**config.mk**
```make
export PLATFORM = sky130hd
export DESIGN_NAME = subneg_prog_loader
export DESIGN_NICKNAME = d
export VERILOG_FILES = /design/src/rtl/subneg_prog_loader.sv
export SDC_FILE = /design/constraint.sdc
export NUM_CORES = 1
export LEC_CHECK = 0
export ABC_AREA = 1
export CORE_ASPECT_RATIO = 2
export CORE_UTILIZATION = 50
export CTS_BUF_LIST = sky130_fd_sc_hd__clkbuf_16
export CTS_CLUSTER_SIZE = 40
export DETAILED_ROUTE_END_ITERATION = 7
export PLACE_DENSITY = 0.79
export SETUP_SLACK_MARGIN = 0.5
export SKIP_CTS_REPAIR_TIMING = 1
export SYNTH_ARGS = -nofsm -noshare
export SYNTH_HDL_FRONTEND = slang
export SYNTH_SLANG_ARGS = --single-unit
```
**constraint.sdc**
```tcl
create_clock -name clk -period 2.1 [get_ports clk]
set_clock_uncertainty 0.2 [all_clocks]
set_input_delay 0.63 -clock clk [delete_from_list [all_inputs] [get_ports clk]]
set_output_delay 0.63 -clock clk [all_outputs]
set_load 0.005 [all_outputs]
```
**src/rtl/subneg_prog_loader.sv**
```systemverilog
// Boot-time loader: streams program bytes into the external SRAM through the address latch, then starts the core.
// Optional read-back check of every written byte is compiled in with `define LOADER_VERIFY_EN.
module subneg_prog_loader #(
    parameter logic [7:0] BASE_ADDR = 8'h00,
    parameter int         WE_CYCLES = 1
) (
    input  logic       clk,
    input  logic       reset,
    input  logic       load_go,
    input  logic [7:0] load_len,
    input  logic [7:0] in_data,
    input  logic       in_valid,
    output logic       in_ready,
    output logic [7:0] bus_out,
    output logic [7:0] bus_oe,
    input  logic [7:0] bus_in,
    output logic       latch_le,
    output logic       mem_oe_n,
    output logic       mem_we_n,
    output logic       busy,
    output logic       cpu_start,
    output logic       verify_err
);

    typedef enum logic [3:0] {
        S_IDLE,
        S_WAIT,
        S_ADDR,
        S_LATCH,
        S_DATA,
        S_WE,
        S_WEND,
        S_DONE
`ifdef LOADER_VERIFY_EN
        ,
        S_VADDR,
        S_VLATCH,
        S_VOE,
        S_VSAMP,
        S_VEND
`endif
    } state_t;

    localparam logic [1:0] WE_LAST = 2'(WE_CYCLES - 1);

    state_t     state, state_nxt;
    logic [7:0] addr, addr_nxt;
    logic [7:0] cnt, cnt_nxt;
    logic [7:0] byte_q, byte_nxt;
    logic [1:0] we_cnt, we_cnt_nxt;

    logic       in_ready_nxt;
    logic [7:0] bus_out_nxt;
    logic [7:0] bus_oe_nxt;
    logic       latch_le_nxt;
    logic       mem_oe_n_nxt;
    logic       mem_we_n_nxt;
    logic       busy_nxt;
    logic       cpu_start_nxt;

`ifdef LOADER_VERIFY_EN
    logic verr_q, verr_nxt;
    assign verify_err = verr_q;
`else
    logic unused_bus_in;
    assign unused_bus_in = ^bus_in;
    assign verify_err    = 1'b0;
`endif

    // Next-state and datapath updates
    always_comb begin
        state_nxt  = state;
        addr_nxt   = addr;
        cnt_nxt    = cnt;
        byte_nxt   = byte_q;
        we_cnt_nxt = we_cnt;
`ifdef LOADER_VERIFY_EN
        verr_nxt   = verr_q;
`endif
        case (state)
            S_IDLE: begin
                if (load_go) begin
`ifdef LOADER_VERIFY_EN
                    verr_nxt = 1'b0;
`endif
                    if (load_len != 8'd0) begin
                        addr_nxt  = BASE_ADDR;
                        cnt_nxt   = load_len;
                        state_nxt = S_WAIT;
                    end else begin
                        state_nxt = S_DONE;
                    end
                end
            end
            S_WAIT: begin
                if (in_valid) begin
                    byte_nxt  = in_data;
                    state_nxt = S_ADDR;
                end
            end
            S_ADDR:  state_nxt = S_LATCH;
            S_LATCH: state_nxt = S_DATA;
            S_DATA: begin
                we_cnt_nxt = 2'd0;
                state_nxt  = S_WE;
            end
            S_WE: begin
                if (we_cnt == WE_LAST) begin
                    state_nxt = S_WEND;
                end else begin
                    we_cnt_nxt = we_cnt + 2'd1;
                end
            end
            S_WEND: begin
                cnt_nxt = cnt - 8'd1;
`ifdef LOADER_VERIFY_EN
                // Address advances only after read-back so VADDR can re-present it
                state_nxt = S_VADDR;
`else
                addr_nxt  = addr + 8'd1;
                state_nxt = (cnt != 8'd1) ? S_WAIT : S_DONE;
`endif
            end
            S_DONE: state_nxt = S_IDLE;
`ifdef LOADER_VERIFY_EN
            S_VADDR:  state_nxt = S_VLATCH;
            S_VLATCH: state_nxt = S_VOE;
            S_VOE:    state_nxt = S_VSAMP;
            S_VSAMP: begin
                if (bus_in != byte_q) begin
                    verr_nxt = 1'b1;
                end
                state_nxt = S_VEND;
            end
            S_VEND: begin
                addr_nxt  = addr + 8'd1;
                state_nxt = (cnt != 8'd0) ? S_WAIT : S_DONE;
            end
`endif
            default: state_nxt = S_IDLE;
        endcase
    end

    // Outputs are decoded from the upcoming state and registered, so they are glitch-free
    always_comb begin
        in_ready_nxt  = (state_nxt == S_WAIT);
        busy_nxt      = (state_nxt != S_IDLE) && (state_nxt != S_DONE);
        cpu_start_nxt = (state_nxt == S_DONE);
        mem_we_n_nxt  = (state_nxt != S_WE);
        mem_oe_n_nxt  = 1'b1;
        bus_oe_nxt    = busy_nxt ? 8'hFF : 8'h00;
        latch_le_nxt  = latch_le;
        bus_out_nxt   = bus_out;
        case (state_nxt)
            S_IDLE, S_DONE: latch_le_nxt = 1'b1;
            S_ADDR: begin
                latch_le_nxt = 1'b1;
                bus_out_nxt  = addr_nxt;
            end
            S_LATCH: begin
                latch_le_nxt = 1'b0;
                bus_out_nxt  = addr_nxt;
            end
            S_DATA: bus_out_nxt = byte_nxt;
`ifdef LOADER_VERIFY_EN
            S_VADDR: begin
                latch_le_nxt = 1'b1;
                bus_out_nxt  = addr_nxt;
            end
            S_VLATCH: latch_le_nxt = 1'b0;
            S_VOE, S_VSAMP: begin
                bus_oe_nxt   = 8'h00;
                mem_oe_n_nxt = 1'b0;
            end
`endif
            default: ;
        endcase
    end

    always_ff @(posedge clk) begin
        if (reset) begin
            state     <= S_IDLE;
            addr      <= BASE_ADDR;
            cnt       <= 8'd0;
            we_cnt    <= 2'd0;
            in_ready  <= 1'b0;
            bus_out   <= 8'h00;
            bus_oe    <= 8'h00;
            latch_le  <= 1'b1;
            mem_oe_n  <= 1'b1;
            mem_we_n  <= 1'b1;
            busy      <= 1'b0;
            cpu_start <= 1'b0;
`ifdef LOADER_VERIFY_EN
            verr_q    <= 1'b0;
`endif
        end else begin
            state     <= state_nxt;
            addr      <= addr_nxt;
            cnt       <= cnt_nxt;
            we_cnt    <= we_cnt_nxt;
            in_ready  <= in_ready_nxt;
            bus_out   <= bus_out_nxt;
            bus_oe    <= bus_oe_nxt;
            latch_le  <= latch_le_nxt;
            mem_oe_n  <= mem_oe_n_nxt;
            mem_we_n  <= mem_we_n_nxt;
            busy      <= busy_nxt;
            cpu_start <= cpu_start_nxt;
`ifdef LOADER_VERIFY_EN
            verr_q    <= verr_nxt;
`endif
        end
    end

    // Captured program byte needs no reset; it is always written before use
    always_ff @(posedge clk) begin
        byte_q <= byte_nxt;
    end

endmodule

```
# Word-level counts from Yosys, hierarchy flattened
# Index checks and enable logic that the tools add are counted.
# W data, S select, Z words.
# op_classes
add_sub_neg	3
eq_ne	17
n_mux	19
reduce_logical	14
# op_table
cell	count
$mux W8	7
$pmux W8 S2	3
$pmux W4 S7	1
$eq A4 B3 Y1 const B	5
$eq A4 B2 Y1 const B	4
$mux W4	3
$add A8 B1 Y8 const B	1
$eq A4 B1 Y1 const B	2
$logic_not A4 Y1	2
$ne A4 B3 Y1 const B	2
$ne A8 B1 Y1 const B	1
$reduce_bool A2 Y1	4
$reduce_bool A8 Y1	1
$sub A8 B1 Y8 const B	1
$mux W3	2
$ne A2 B2 Y1 const B	3
$pmux W2 S2	1
$reduce_bool A4 Y1	1
$reduce_and A3 Y1	1
$reduce_or A3 Y1	1
$add A2 B1 Y2 const B	1
$logic_not A2 Y1	1
$mux W2	1
$pmux W1 S2	1
3 further kinds	3
# word_totals
ff_bits	51
in_bits	28
out_inout_bits	23

# Logic depth before layout (Yosys ltp)
# Gate-level depths: netlist (run 1).
# depth
word_depth	7
depth_mapped	11

# Worst setup path before layout (run 1)
# Ideal clock, no wire load.
# synth_path
path_type	input to register
start	input port load_len[7]
end	register bus_out[0]
setup_ns	0.071
arrival_time_ns	1.508
required_ns	1.829
path_slack_ns	0.321
stages	7
cell_sequence	nor2_1 nand2_1 o21ai_4 nand2_8 o21bai_1 nand2_1 a21oi_1
# synth_between
elab_chain_len	7
# synth_rtl
item	line	rtl
start, declared	10	input logic [7:0] load_len,
$reduce_bool A8 Y1 (*)	86	if (load_len != 8'd0) begin
$mux W3	86	
$mux W4	82	if (load_go) begin
$pmux W4 S7	80	case (state)
$eq A4 B2 Y1	154	case (state_nxt)
$reduce_or A2 Y1 (no line)	--	
$pmux W8 S2 or $reduce_bool A2 Y1 (tied branches)	--	
end signal, assigned	203	bus_out <= bus_out_nxt;
end, declared	14	output logic [7:0] bus_out,
# Mark *: on every way between the ends. The rest lies on a longest branch, timed or not.
# A chain may end at the register's enable or synchronous reset.

# Worst setup path in the final report (run 1)
# layout_path
start	register state[1]
end	register bus_out[0]
# layout_between
elab_chain_len	5
# layout_rtl
item	line	rtl
start, declared	46	state_t state, state_nxt;
start signal, assigned	198	state <= state_nxt;
$eq A4 B3 Y1 (tied with other cells)	80	
$pmux W4 S7	80	
$eq A4 B2 Y1	154	
$reduce_or A2 Y1 (no line)	--	
$pmux W8 S2 or $reduce_bool A2 Y1 (tied branches)	--	
# Parallel ways exist; a longest one is shown, timed or not.

==> out/results.ini, run 1 <==
[detailed_routing]
routed_via_density = 5.390
vias = 2447
drt_iter0_drc = 91
drt-pass1-iter-count = 4
wirelength_mm = 7.054
drc_errors = 0
ant_nets = 0
wl_per_cell_um = 15.54

[die]
die_w_um = 50.13
coreArea_mm2 = 0.004382
rows = 34
die_area_mm2 = 0.004925
die_y_um = 98.25
ios = 51
initial_core_util_pct = 52.86

[hold_path]
hold_depth = 2
hp-class = reg -> reg

[clock_tree]
cts_tree = built
clk_path_buf_depth = 2
clockRootBuffer = clkbuf_16
numClockSinks = 43
clk-insertion-delay-late_ns = 0.29
htree_levels = 2
cts_made_buffers = 5
clk_pin_slew_ns = 0.07

[power_and_ir_drop]
sequentialPowerShare_pct = 44.0
sw_frac_of_total_pct = 27.69
p_int_mw = 1.480
p_clk_share_pct = 38.6
vdd_ir_drop_max_mv = 0.5464
comb_power_share_pct = 17.4
p_sw_mw = 0.5668
power_leakage_nw = 1.638
p_per_area_mw_per_mm2 = 588.4

[yosys]
synth-async-reset-ratio_pct = 0
ys_ff_latch = 43
syn_area_mm2 = 0.002316
syn_area_per_cell_um2 = 6.976
yosysWarningCount = 0
synthCells = 332
yosysSeqAreaShare_pct = 37.17
synth_cell_types = 37
synth_edf_count = 0
synthFlopType = dfxtp_1

[place]
place_congestion = 0.8757
placed_area_mm2 = 0.002804
port_buffers = 40
dp_slack_ns = -0.2739
dp_hpwl_mm = 3.929

[finish]
syn2layout_area_growth_pct = 50.19
multiInputGateArea_mm2 = 0.001445
final_area_mm2 = 0.003478
layout-drive-gt1-share_pct = 41.50
fillers = 283
antenna_cells = 0
fin_nets = 431
seqCellArea_um2 = 890.9

[grt]
grt_pass1_vias = 2143
grt_overflow_total = 0
grt_max_degree = 24
antenna_found_initial = 0
grt_use_total_pct = 22.86
grt_first_pass_wirelength_mm = 8.694

[timing]
fmaxAchievable_mhz = 566.6
worst_hold_slack_ns = 0.2542
rsz0062_at_grt = yes
finalSetupViolCount = 0
slew_violations = 0
period_share_pct = 84.04
timing.final.crit_period_ns = 1.765
setup_slack_ns = 0.3352
fin_setup_tns_ns = 0
finalHoldViolations = 0

[worst_setup_path]
cp_max_fo = 8
critPathCaptureType = register
critPathLaunchType = register
critPathKind = reg -> reg
required_ns = 2.12
critPathArrivalTime_ns = 1.78
r2r_cells = 8

[outcome]
status = complete, no violations

[flow_run]
cap_violations = 0

## power groups by stage
stage / sequential (mW) / clock [mW] / combinational, mW
floorplan: 0.908 / 0 / 0.176
global placement: 0.911 / 0 / 0.267
CTS: 0.895 / 0.791 / 0.278
finish: 0.901 / 0.790 / 0.355
detailed placement: 0.914 / 0 / 0.275
global route: 0.905 / 0.824 / 0.386
## state kept, by name, indices dropped and copies added, names as in the netlist, 2 cells and up
name,count
cnt,8
bus_out,8
we_cnt,2
state,4
addr,8
byte_q,8
## synthesized netlist by cell type, types with 2 or more instances
cell / instances / area share (%)
o21ai_0: 5 / 1.1
a31oi_1: 3 / 0.81
nand2_1: 87 / 14
o21ai_1: 8 / 1.7
o21bai_1: 2 / 0.65
nand3_1: 27 / 5.8
inv_2: 4 / 0.65
a21oi_2: 2 / 0.76
inv_1: 50 / 8.1
nor2_4: 2 / 0.97
o21ai_2: 4 / 1.5
buf_4: 10 / 3.2
ha_1: 4 / 2.2
buf_6: 4 / 1.9
nor3_1: 2 / 0.43
nor2_2: 4 / 1.1
clkbuf_1: 3 / 0.49
nand2_2: 6 / 1.6
dfxtp_1: 43 / 37
a21oi_1: 14 / 3.0
o211ai_1: 2 / 0.65
conb_1: 2 / 0.32
a211oi_1: 2 / 0.65
nor2_1: 29 / 4.7
## final timing paths
| path | start | to | slack [ns] |
|---|---|---|---|
| max | state[1] | bus_out[0] | 0.34 |
| min | byte_q[5] | byte_q[5] | 0.25 |
| max reg2reg | state[1] | bus_out[0] | 0.34 |
| min reg2reg | byte_q[5] | byte_q[5] | 0.25 |
## logic make-up after synthesis
group / Yosys count / synth area share [%]
AO/OA/AOI/OAI: 45 / 12.32
AND/OR/NAND/NOR: 166 / 33.33
adder cells (fa/ha/maj): 4 / 2.161
buffers and inverters: 72 / 14.69
flip-flops: 43 / 37.17
other: 2 / 0.3243
## final cells by class
type | count | area share, %
clock inverters | 3 | 0.6835
flip-flops and latches | 43 | 25.61
repair buffers | 75 | 20.11
inverters | 55 | 6.511
well taps | 54 | 1.942
multi-input cells | 219 | 41.55
clock buffers | 5 | 3.597
## layout by cell type (no fill, tap or decap), types with 2 or more instances in the layout
cell	synthesis	routed
o21ai_0	5	4
inv_6	0	2
o211ai_1	2	2
nand2_4	1	6
inv_2	4	7
buf_4	10	23
nor3_2	1	3
dfxtp_1	43	27
conb_1	2	3
a31oi_1	3	3
nor2_1	29	19
a21oi_1	14	12
clkbuf_2	0	10
nor2_2	4	5
ha_1	4	3
nand2_2	6	18
dlymetal6s2s_1	0	9
nand2_8	1	2
dfxtp_2	0	12
o21ai_1	8	6
buf_6	4	23
o21ai_2	4	3
inv_4	1	3
clkbuf_16	0	5
dfxtp_4	0	4
nor2_4	2	11
a211oi_1	2	2
nand3_2	1	8
clkdlybuf4s50_1	0	9
nand2_1	87	70
clkinvlp_4	0	2
nand3_4	0	2
nand3_1	27	18
inv_1	50	43
o21ai_4	1	5
a21oi_2	2	4
## per-stage QoR
stage               power [mW]  cells  util [%]
floorplan                1.084    333         -
global route             2.115    454     79.38
global placement         1.177    426     63.99
detailed placement       1.189    426     63.99
CTS                      1.964    434     67.39
finish                   2.047    454     79.38
## routing by layer
| metal | GRT usage (%) | up-vias | routed length [µm] |
|---|---|---|---|
| met5 | 0 | - | 0 |
| li1 | - | 1168 | - |
| met1 | 20.66 | 1154 | 2284 |
| met2 | 43.28 | 95 | 4054 |
| met4 | 16.04 | 0 | 361 |
| met3 | 3.427 | 30 | 353 |
## worst max-delay path, stage by stage, from the launching register on
cell and delay [ns]:
dfxtp_2 0.43, nand2_4 0.09, nor2_4 0.20, buf_6 0.16, inv_6 0.07, nor2_1 0.14, o21bai_4 0.16, nand2_1 0.09
a21oi_1 0.15
(Power assumes the default switching activity.)
==> run 2: changes to the inputs <==
--- a/config.mk
+++ b/config.mk
@@ -7,11 +7,11 @@
 export LEC_CHECK = 0
 export ABC_AREA = 1
 export CORE_ASPECT_RATIO = 2
-export CORE_UTILIZATION = 50
+export CORE_UTILIZATION = 45
 export CTS_BUF_LIST = sky130_fd_sc_hd__clkbuf_16
 export CTS_CLUSTER_SIZE = 40
 export DETAILED_ROUTE_END_ITERATION = 7
-export PLACE_DENSITY = 0.79
+export PLACE_DENSITY = 0.75
 export SETUP_SLACK_MARGIN = 0.5
 export SKIP_CTS_REPAIR_TIMING = 1
 export SYNTH_ARGS = -nofsm -noshare
==> constraint.sdc (replaced) <==
create_clock -name clk -period 1.5 [get_ports clk]
set_clock_uncertainty 0.2 [all_clocks]
set_input_delay 0.45 -clock clk [delete_from_list [all_inputs] [get_ports clk]]
set_output_delay 0.45 -clock clk [all_outputs]
set_load 0.005 [all_outputs]
==> run 2 against run 1 <==
The run now ends with setup timing left. Wire length up 1.1%. Setup slack worse by 0.51 ns. Count of clock-buffer cells in the layout unchanged. Die area up 11%. Clock power up 41%. Combinational power up 58%. Critical path depth up 1. Utilization down 4.6 points. Cell count up 5.9%. Critical endpoint is now bus_out[3]. Largest power group unchanged.
==> out/results.ini, run 2 (synthesized netlist as in run 1, its figures left out) <==
[outcome]
status = complete, but fails checks  ; was complete, no violations
violations = setup timing

[detailed_routing]
drt-pass1-iter-count = 6  ; was 4
wirelength_mm = 7.132  ; was 7.054 mm
drc_errors = 0  ; unchanged
ant_nets = 0  ; unchanged
wl_per_cell_um = 14.83  ; was 15.54 µm
vias = 2498  ; was 2447
routed_via_density = 5.193  ; was 5.390
drt_iter0_drc = 61  ; was 91

[grt]
antenna_found_initial = 0  ; unchanged
grt_max_degree = 16  ; was 24
grt_overflow_total = 0  ; unchanged
grt_pass1_vias = 2353  ; was 2143
grt_first_pass_wirelength_mm = 9.770  ; was 8.694 mm
grt_use_total_pct = 24.57  ; was 22.86%

[power_and_ir_drop]
totalPowerFinal_mw = 2.923  ; was 2.047 mW
vdd_ir_drop_max_mv = 0.7054  ; was 0.5464 mV
power_leakage_nw = 1.702  ; was 1.638 nW
p_per_area_mw_per_mm2 = 795.9  ; was 588.4 mW/mm²

[clock_tree]
numClockSinks = 43  ; unchanged
clockRootBuffer = clkbuf_16  ; unchanged
cts_made_buffers = 5  ; unchanged
clk-insertion-delay-late_ns = 0.29  ; about the same
htree_levels = 2  ; unchanged
cts_tree = built  ; unchanged
clk_path_buf_depth = 2  ; unchanged
clk_pin_slew_ns = 0.07  ; about the same

[worst_setup_path]
critPathCaptureType = register  ; unchanged
critPathMaxStageDelay_ns = 0.34  ; was 0.43 ns
critPathLaunchType = register  ; unchanged
critPathArrivalTime_ns = 1.66  ; was 1.78 ns
required_ns = 1.48  ; was 2.12 ns
cp_max_fo = 6  ; was 8
crit_chain = buf_6, nor2_4, nand3_4, buf_12, buf_8, o21ai_4, o21ai_2, a21oi_2, nor2_1  ; was nand2_4, nor2_4, buf_6, inv_6, nor2_1, o21bai_4, nand2_1, a21oi_1
critPathKind = reg -> reg  ; unchanged
crit_slowest_cell = dfxtp_2  ; unchanged

[timing]
finalSetupViolCount = 37  ; was 0
worst_hold_slack_ns = 0.2339  ; was 0.2542 ns
timing.final.crit_period_ns = 1.678  ; was 1.765 ns
slew_violations = 0  ; unchanged
finalHoldViolations = 0  ; unchanged
setup_slack_ns = -0.1783  ; was 0.3352 ns
rsz0062_at_grt = yes  ; unchanged
fmaxAchievable_mhz = 595.9  ; was 566.6 MHz
period_share_pct = 111.9  ; was 84.04%

[die]
die_area_mm2 = 0.005455  ; was 0.004925 mm²
die_w_um = 52.73  ; was 50.13 µm
rows = 36  ; was 34
ios = 51  ; unchanged
coreArea_mm2 = 0.004910  ; was 0.004382 mm²
initial_core_util_pct = 47.17  ; was 52.86%
die_y_um = 103.5  ; was 98.25 µm

[finish]
final_cell_mix = 67 x nand2_1, 43 x buf_4, 42 x inv_1, 25 x dfxtp_1, 24 x buf_6  ; was 70 x nand2_1, 43 x inv_1, 27 x dfxtp_1, 23 x buf_6, 23 x buf_4
fillers = 356  ; was 283
final_common_cell = nand2_1  ; unchanged
fin_nets = 455  ; was 431
final_area_mm2 = 0.003672  ; was 0.003478 mm²
syn2layout_area_growth_pct = 58.56  ; was 50.19%
layout-drive-gt1-share_pct = 47.88  ; was 41.50%
antenna_cells = 0  ; unchanged

[place]
placed_area_mm2 = 0.003117  ; was 0.002804 mm²
place_congestion = 0.8467  ; was 0.8757
dp_hpwl_mm = 4.528  ; was 3.929 mm
port_buffers = 40  ; unchanged

[hold_path]
hp-class = in -> reg  ; was reg -> reg

[flow_run]
cap_violations = 0  ; unchanged

[run 2: final cells by class]
class	count	area, µm²	area share [%]
clock buffers	5	125.1	3.407
clock inverters	3	22.52	0.6133
inverters	55	224.0	6.099
multi-input cells	219	1433	39.01
flip-flops and latches	43	890.9	24.26
well taps	57	71.32	1.942
repair buffers	99	905.9	24.67
[run 2: critical path: cells and delay by family, from the launching register on]
family          cells  cell delay (ns)
compound gates      3             0.38
flops               1             0.34
buf+inv             3             0.41
simple gates        3             0.23
[run 2: power breakdown]
group | leakage [nW] | internal (mW) | switching (mW)
combinational | 1.27 | 0.274 | 0.286
sequential | 0.358 | 1.22 | 0.0335
clock | 0.0708 | 0.624 | 0.486
total | 1.70 | 2.12 | 0.806
[run 2: layer usage]
metal	global-route usage, %	up-vias	wire length (µm)
met4	18.02	0	381
met1	21.08	1163	2352
li1	-	1212	-
met5	0	-	0
met2	47.91	92	4122
met3	3.363	31	275
[run 2: stage by stage]
step | worst slack (ns) | util, % | setup TNS (ns) | std cells
floorplan | -0.09114 | - | -0.2522 | 333
global placement | -0.6219 | 63.48 | -18.56 | 453
detailed placement | -0.6670 | 63.48 | -19.59 | 453
CTS | -0.3718 | 66.49 | -14.24 | 461
global route | -0.2717 | 74.80 | -5.506 | 481
finish | -0.1783 | 74.80 | -2.787 | 481
[run 2: worst paths after layout]
path	start	endpoint	slack, ns	cells past startpoint
setup reg to reg	state[1]	bus_out[3]	-0.18	9
setup / recovery	state[1]	bus_out[3]	-0.18	9
hold reg to reg	byte_q[2]	byte_q[2]	0.25	2
hold / removal	load_len[1]	cnt[1]	0.23	3
==> variant: new RTL, flow settings as in run 2 <==
Add a define of `LOADER_VERIFY_EN`.
--- a/src/rtl/subneg_prog_loader.sv
+++ b/src/rtl/subneg_prog_loader.sv
@@ -1,4 +1,6 @@
 // Boot-time loader: streams program bytes into the external SRAM through the address latch, then starts the core.
 // Optional read-back check of every written byte is compiled in with `define LOADER_VERIFY_EN.
+`define LOADER_VERIFY_EN
+
 module subneg_prog_loader #(
     parameter logic [7:0] BASE_ADDR = 8'h00,
Formal check against the unedited RTL: not equivalent (a bounded check fails within 10 cycles, from zero or initial values and one cycle with reset high).
==> variant against run 2 <==
The run still ends with setup timing left. Cell area up 19%. Critical endpoint is now cnt[7]. Routed wire length increased by 27%. Largest cell class unchanged. Sequential cell count rose by 3. Maximum frequency down 13%. Non-clock buffer count is 40 higher. Global-route usage is 1.3 points higher. Synthesized area grew 4.5%. Worst setup slack got worse by 0.25 ns.
Power is not compared: it rests on default switching activity, and its combinational part moved more than twofold at a synthesized area within 25%.
==> variant: results (changes against run 2) <==
First-pass GRT wire length: 10710 µm (+9.6%)
Violated checks: setup timing
Drt first pass iters: 5 (-1)
Max incr delay on CP: 0.35 ns
Worst hold path type: reg -> reg
Yosys Warn Count: 0 (unchanged)
Crit Path Max Fanout: 6 (unchanged)
Dpl hpwl: 5331 µm (+18%)
IO buf count: 50 (+25%)
Clk slew on worst S/H paths: 0.07 ns (about the same)
CP max stage cell: or2_4
Share of layout cells above drive strength 1: 56.47% (+8.6 points)
Adder-Cell Fraction of Synth Area: 2.067% (-0.094 points)
Status: finished with violations
TNS Setup: -8.001 ns (-5.214 ns)
Wire per inst: 16.64 µm (+12%)
Async set or reset register ratio after synthesis: 0% (unchanged)
All-layer global routing usage: 25.90% (+1.3 points)
Sequential share of the synthesized area: 38.04% (+0.87 points)
CTS buffer count: 5 (unchanged)
ANT cells: 0 (unchanged)
Number of global-route vias before repair: 2583 (+9.8%)
Synth cell types: 36 (-2.7%)
Placed instance area: 0.003457 mm² (+11%)
DRT iter0 DRCs: 104 (+70%)
Commonest cells post-synth: nand2_1, dfxtp_1, nor2_1
H-tree levels: 2 (unchanged)
Pre-CTS setup slack: -0.8221 ns (-0.1551 ns)
Clock tree buffer depth: 2 (unchanged)
Total number of vias: 2998 (+20%)
Post-Synth XOR/XNOR Area: 2.171% (+2.2 points)
Largest cells by area after synthesis: dfxtp_1, nand2_1, nand3_1
# setup viols final: 41 (+11%)
NumNets Final: 518 (+14%)
GPL Wtd Cong: 0.8935 (+5.5%)
Critical path arrival: 1.95 ns (+0.29 ns)
Setup ws final: -0.4254 ns (-0.2471 ns)
Compound-Gate Fraction of Synth Area: 14.06% (+1.7 points)
Largest net degree at the start of global routing: 16 (unchanged)
## variant: per-stage QoR
stage	hold slack, ns	cells
after global placement	0.2491	512
after global routing	0.2888	545
after detailed placement	0.2602	512
after floorplan	0.2466	351
final	0.2504	545
after CTS	0.2699	520
## variant: critical path: cells and delay by family, from the launching register on
family | cells | cell delay [ns]
flip-flops | 1 | 0.34
buffers and inverters | 2 | 0.13
AO/OA/AOI/OAI | 2 | 0.22
AND/OR/NAND/NOR | 6 | 0.96
## variant: power groups by stage
stage	combinational, mW	sequential (mW)	clock, mW
3_5_place_dp	2.97	1.77	0
5_1_grt	4.77	1.86	1.15
3_3_place_gp	2.93	1.75	0
2_1_floorplan	1.79	1.78	0
6_report	4.44	1.84	1.11
4_1_cts	3.00	1.74	1.10
## variant: worst paths after layout
kind / from / to / slack (ns) / depth (start not counted)
max: state[3] / cnt[7] / -0.43 / 10
min: verify_err / verify_err / 0.25 / 2
min reg2reg: verify_err / verify_err / 0.25 / 2
max reg2reg: state[3] / cnt[7] / -0.43 / 10
## variant: per-layer routing
metal  GRT usage, %  routed length, µm  vias up
met4          12.97                480        0
met2          48.41               5091      114
met5              0                  0        -
li1               -                  -     1424
met3          4.762                386       42
met1          24.39               3109     1418
## variant: kinds of logic (layout without fill, tap and decap cells)
family / count (synthesis) / count (layout)
buf+inv: 50 / 183
flops: 46 / 46
xor+xnor: 6 / 6
simple gates: 183 / 186
fa+ha+maj: 4 / 4
compound gates: 62 / 62
## variant: area by class of cell
cell class	count	area, µm²
clock buffers	5	125.1
repair inverters	1	7.507
repair buffers	139	1246
fillers	271	772.0
well taps	58	72.57
multi-input cells	258	1785
clock inverters	3	16.27
flip-flops and latches	46	958.4
inverters	35	155.1
